==> config.mk <==
export PLATFORM = sky130hd
export DESIGN_NAME = fetch_stage
export DESIGN_NICKNAME = d
export VERILOG_FILES = /design/src/rtl/rv_pkg.sv /design/src/rtl/if_id_reg.sv /design/src/rtl/fetch_stage.sv
export SDC_FILE = /design/constraint.sdc
export NUM_CORES = 1
export LEC_CHECK = 0
export CAP_MARGIN = 20
export CORE_MARGIN = 5
export CORE_UTILIZATION = 40
export DETAILED_ROUTE_END_ITERATION = 10
export GPL_TIMING_DRIVEN = 0
export PLACE_DENSITY = 0.92
export SYNTH_ARGS = -nofsm -noshare
export SYNTH_HDL_FRONTEND = slang
export SYNTH_SLANG_ARGS = --single-unit
==> constraint.sdc <==
create_clock -name clk -period 2.73 [get_ports clk]
set_input_delay 0.546 -clock clk [delete_from_list [all_inputs] [get_ports clk]]
set_output_delay 0.546 -clock clk [all_outputs]
set_load 0.02 [all_outputs]
==> src/rtl/rv_pkg.sv <==
// Shared RV32I-Trap pipeline definitions.
// Holds fetch-side constants and the fetch FSM state type.
package rv_pkg;

  localparam logic [31:0] NOP_INST = 32'h0000_0013;
  localparam logic [31:0] DEFAULT_RESET_VECTOR = 32'h0000_0000;

  typedef enum logic [1:0] {
    BOOT,
    RUN,
    WAIT_TRAP
  } fetch_state_t;

endpackage

==> src/rtl/if_id_reg.sv <==
// IF/ID pipeline register.
// Flush beats a misaligned load, which beats a normal enabled load.
module if_id_reg
  import rv_pkg::*;
#(
  parameter logic [31:0] RESET_VECTOR = DEFAULT_RESET_VECTOR,
  parameter logic [31:0] NOP = NOP_INST
) (
  input  logic        clk,
  input  logic        rst,
  input  logic        en,
  input  logic        flush,
  input  logic        load_misaligned,
  input  logic [31:0] pc_i,
  input  logic [31:0] inst_i,
  output logic [31:0] pc_o,
  output logic [31:0] inst_o,
  output logic        valid_o,
  output logic        misaligned_o
);

  logic [31:0] pc_q;
  logic [31:0] inst_q;
  logic        valid_q;
  logic        mis_q;

  // A flushed entry keeps its old pc; only valid entries carry a meaningful pc.
  always_ff @(posedge clk) begin
    if (rst) begin
      pc_q    <= RESET_VECTOR;
      inst_q  <= NOP;
      valid_q <= 1'b0;
      mis_q   <= 1'b0;
    end else if (flush) begin
      inst_q  <= NOP;
      valid_q <= 1'b0;
      mis_q   <= 1'b0;
    end else if (load_misaligned) begin
      pc_q    <= pc_i;
      inst_q  <= NOP;
      valid_q <= 1'b1;
      mis_q   <= 1'b1;
    end else if (en) begin
      pc_q    <= pc_i;
      inst_q  <= inst_i;
      valid_q <= 1'b1;
      mis_q   <= 1'b0;
    end
  end

  assign pc_o         = pc_q;
  assign inst_o       = inst_q;
  assign valid_o      = valid_q;
  assign misaligned_o = mis_q;

endmodule

==> src/rtl/fetch_stage.sv <==
// Instruction-fetch stage: PC register, redirect mux, fetch FSM.
// Drives a sync-read imem and feeds the IF/ID register.
module fetch_stage
  import rv_pkg::*;
#(
  parameter logic [31:0] RESET_VECTOR = DEFAULT_RESET_VECTOR,
  parameter logic [31:0] NOP = NOP_INST
) (
  input  logic        clk,
  input  logic        rst,
  input  logic        pc_en,
  input  logic        IF_ID_en,
  input  logic        branch_taken,
  input  logic [31:0] branch_target,
  input  logic        trap_taken,
  input  logic [31:0] trap_vector,
  input  logic        mret,
  input  logic [31:0] mepc,
  output logic [31:0] imem_addr,
  input  logic [31:0] imem_rdata,
  output logic [31:0] IF_ID_pc,
  output logic [31:0] IF_ID_inst,
  output logic        IF_ID_valid,
  output logic        IF_ID_misaligned,
  output logic [4:0]  IF_ID_rs1,
  output logic [4:0]  IF_ID_rs2
);

  fetch_state_t state_q, state_d;
  logic [31:0]  pc_q, pc_d;
  logic [31:0]  redir_addr;
  logic         redir;
  logic         pc_mis;
  logic         flush;
  logic         load_mis;

  assign redir  = trap_taken | mret | branch_taken;
  assign pc_mis = pc_q[1:0] != 2'b00;

  always_comb begin
    redir_addr = branch_target;
    priority case (1'b1)
      trap_taken: redir_addr = trap_vector;
      mret:       redir_addr = mepc;
      default:    redir_addr = branch_target;
    endcase
  end

  // BOOT holds the PC so the reset-vector word is re-read for RUN.
  always_comb begin
    state_d  = state_q;
    pc_d     = pc_q;
    flush    = redir;
    load_mis = 1'b0;
    unique case (state_q)
      BOOT: begin
        flush   = 1'b1;
        state_d = RUN;
      end
      RUN: begin
        if (!redir && pc_mis && IF_ID_en) begin
          load_mis = 1'b1;
          state_d  = WAIT_TRAP;
        end else if (pc_en) begin
          pc_d = pc_q + 32'd4;
        end
      end
      WAIT_TRAP: begin
        if (IF_ID_en) flush = 1'b1;
      end
      default: state_d = BOOT;
    endcase
    if (redir) begin
      pc_d    = redir_addr;
      state_d = RUN;
    end
  end

  assign imem_addr = rst ? RESET_VECTOR : pc_d;

  always_ff @(posedge clk) begin
    if (rst) begin
      pc_q    <= RESET_VECTOR;
      state_q <= BOOT;
    end else begin
      pc_q    <= pc_d;
      state_q <= state_d;
    end
  end

  if_id_reg #(
    .RESET_VECTOR(RESET_VECTOR),
    .NOP         (NOP)
  ) u_if_id (
    .clk            (clk),
    .rst            (rst),
    .en             (IF_ID_en),
    .flush          (flush),
    .load_misaligned(load_mis),
    .pc_i           (pc_q),
    .inst_i         (imem_rdata),
    .pc_o           (IF_ID_pc),
    .inst_o         (IF_ID_inst),
    .valid_o        (IF_ID_valid),
    .misaligned_o   (IF_ID_misaligned)
  );

  assign IF_ID_rs1 = IF_ID_inst[19:15];
  assign IF_ID_rs2 = IF_ID_inst[24:20];

endmodule

==> results.md <==
- Hold crit path type: register to register
- Sequential area share after synthesis: 0.4219
- Worst Hold Slack: 0.4557 ns
- Post-route ant nets: 0
- Cells after synthesis: 565
- Port Buf Inserts: 241
- Fillcell total: 889
- DRT Pass-1 Iters: 8
- Post-synthesis simple-gate area fraction: 0.2102
- Std-Cell Core Area: 11520 um^2
- Post-synth top area share: 0.4219
- Final nets: 980
- Post-Synth XOR/XNOR Area: 0.03877
- Synth Area in Adders: 0.002637
- Post-Route WL: 18430 um
- Worst setup EP type: output port
- Area growth syn-to-layout: 71.78%
- Crit share post-route: 1.031
- Status: complete, but fails checks
- Ratio of cells with drive above 1 in the final layout: 0.2167
- Worst EP required: 2.18 ns
- Failing checks: setup timing
- RSZ-0062 raised after global routing: true
- Synthesized area per cell: 8.397 um^2
- All-Layer GR Usage: 0.2446
- Post-synth top flop: dfxtp_1
- Crit path launch type: primary input
- CP max stage cell: or3_4
- Die ar.: 14140 um^2
- VDD IR max: 0.3607 mV
- Worst slew pin tran: 0.7202 ns
- Crit-path max FO: 5
- Most frequent cell after synthesis: dfxtp_1
- Clk_skew: 0.01039 ns
- Initial antenna violation count: 1
- Post-synth EDFFs: 0
- Vias: 5398
- Max-Cap Viols: 0
- Width of the die: 118.9 um
- Count of pins over their slew limit: 0
- CTS tree: built
- Share of synthesized registers carrying an async set or reset: 0
- Post-Syn Area: 4745 um^2
- CTS Hold Bufs: 0
- CTS buffer count: 9
- Largest net degree at the start of global routing: 19
- Setup Viol. Count Final: 14
- FMAX: 355.1 MHz
- CTS root buffer: clkbuf_16
- Synthesis-stage register bit count: 100
- Leakage power: 0.003113 uW
- Unique cell type count in the Yosys netlist: 53
- ANT cells: 0
- Final hold vios: 0
- Arrival time of the worst setup path: 2.27 ns
- Vias in the first global route: 5283
- Placer Congestion: 0.9032
- Worst slew margin: 0.5199
- Remaining Overflow, GRT: 0
- Hold worst-path end: u_if_id.pc_o[16]$_SDFFE_PP0P_
- Top cells by count, synth: 100 x dfxtp_1, 82 x nand2_1, 66 x nor2_1
- Clk Latency, worst-skew pair: 0.34 ns
- Clk buf depth: 2
- Post-synthesis mux area share: 0.06988
- PnR worst setup slack: -0.08583 ns
- DRT iter0 DRCs: 328
- Minimum clock period: 2.816 ns
- Crit path largest cell delay: 0.41 ns
- # IOs: 243
- Post-route DRC: 0
- Synth warn: 0
- Clk slew on worst S/H paths: 0.07 ns
- Detailed-placement wirelength estimate: 13830 um
- H-tree Lvls: 3
- Cells after DPL: 949
- TritonCTS Sinks: 100
- Compound-Gate Fraction of Synth Area: 0.1983
- Pre-CTS WS: -1.181 ns
- WL per Instance: 18.58 um
- Largest cells by area after synthesis: dfxtp_1 42%, mux2i_1 6.8%, a21oi_1 6.6%
- Pwr/cell area: 430.6 nW/um^2
- Reg-to-Reg Start: state_q[1]$_SDFFE_PP0P_
- Hold Startpoint: u_if_id.pc_o[16]$_SDFFE_PP0P_
- Via/cell ratio: 5.442
- Num rows: 39
- Syn nets: 701
- Main combinational cell family by area after synthesis: simple AND/OR/NAND/NOR gates
- Reg2Reg Depth: 8
- Initial Util: 0.4120
- First-pass GRT wire length: 28030 um
- Synth area leader: dfxtp_1
- R2R Setup Slk: 0.78 ns
- Cell breakdown of the critical path: buf_12, or3_4, buf_8, o2111a_2, buf_6, nand3_1, xor2_1, a211oi_2, buf_4
- Setup CP Type: primary input to output port
- Reg2reg end: pc_q[9]$_DFF_P_
- Hold Path Depth: 2
- Die Height: 118.9 um
- Fin cells: 992
[worst max path at each step]
stage	startpoint	endpoint
2_1_floorplan	mret	imem_addr[10]
3_3_place_gp	trap_taken	imem_addr[3]
3_5_place_dp	trap_taken	imem_addr[3]
4_1_cts	state_q[1]$_SDFFE_PP0P_	imem_addr[29]
5_1_grt	pc_q[20]$_DFF_P_	imem_addr[29]
6_report	mret	imem_addr[9]
[flip-flops by register name (all words and copies together) (netlist names)]
| signal | flops |
|---|---|
| state_q | 2 |
| u_if_id.inst_o | 32 |
| u_if_id.valid_o | 1 |
| u_if_id.pc_o | 32 |
| pc_q | 32 |
| u_if_id.misaligned_o | 1 |
[area by class of cell]
| cell class | instances | area (um^2) | area share |
|---|---|---|---|
| flip-flops and latches | 100 | 2034 | 0.2496 |
| repair buffers | 269 | 2569 | 0.3152 |
| multi-input cells | 409 | 2744 | 0.3367 |
| plain buffers | 50 | 311.5 | 0.03823 |
| well taps | 143 | 178.9 | 0.02195 |
| clock buffers | 10 | 239.0 | 0.02932 |
| clock inverters | 6 | 55.05 | 0.006755 |
| inverters | 5 | 18.77 | 0.002303 |
[per-stage QoR]
stage	TNS, ns	total power, uW	instance area [um^2]	util
finish	-0.7015	3509	8150	0.7077
global route	-2.453	3639	8150	0.7077
CTS	-0.4518	3484	7923	0.6880
detailed placement	-30.64	2220	7391	0.6418
global placement	-30.27	2210	7391	0.6418
floorplan	0	1861	4800	-
[logic make-up after synthesis]
family | count (synthesis)
AND/OR/NAND/NOR | 207
buffers and inverters | 56
multiplexers | 33
AO/OA/AOI/OAI | 147
flip-flops | 100
XOR/XNOR | 21
adder cells (fa/ha/maj) | 1
[routing by layer]
layer / up-vias / wire [um] / track usage
met5: - / 7 / 0
met4: 2 / 598 / 0.08617
met3: 50 / 1263 / 0.04787
met2: 251 / 9479 / 0.4369
met1: 2526 / 7081 / 0.2926
li1: 2569 / - / -
[critical path, delay by kind of cell]
| kind | cells | cell delay, ns |
|---|---|---|
| and+or+nand+nor | 2 | 0.51 |
| xor gates and xnor gates | 1 | 0.09 |
| buffers and inverters | 4 | 0.57 |
| AOI/OAI and AO/OA | 2 | 0.55 |
[cells in the final DEF (no fill, tap or decap), drive strengths merged, types with 4 or more instances in the layout]
cell type and count:
clkdlybuf4s50 205, dfxtp 100, buf 86, nand2 82
nor2 66, a21oi 63, clkbuf 34, mux2i 32
o22ai 26, a211oi 25, xor2 12, nand4 11
o21ai 10, nor3 10, nand3 9, xnor2 9
a211o 8, inv 8, and4 7, and3 7
nor4 5, nor2b 4
[timing repair]
action / in CTS / in global routing
endpoints found under the setup margin: 32 / 31
pin swaps: 28 / 21
setup buffers: 14 / 14
gates resized for setup: 231 / 50
[where the power goes]
group	internal, uW	switching (uW)
Combinational	364	318
Sequential	1500	55.7
Clock	664	606
Total	2530	979
Note: power is estimated with default switching activity, not from simulation.
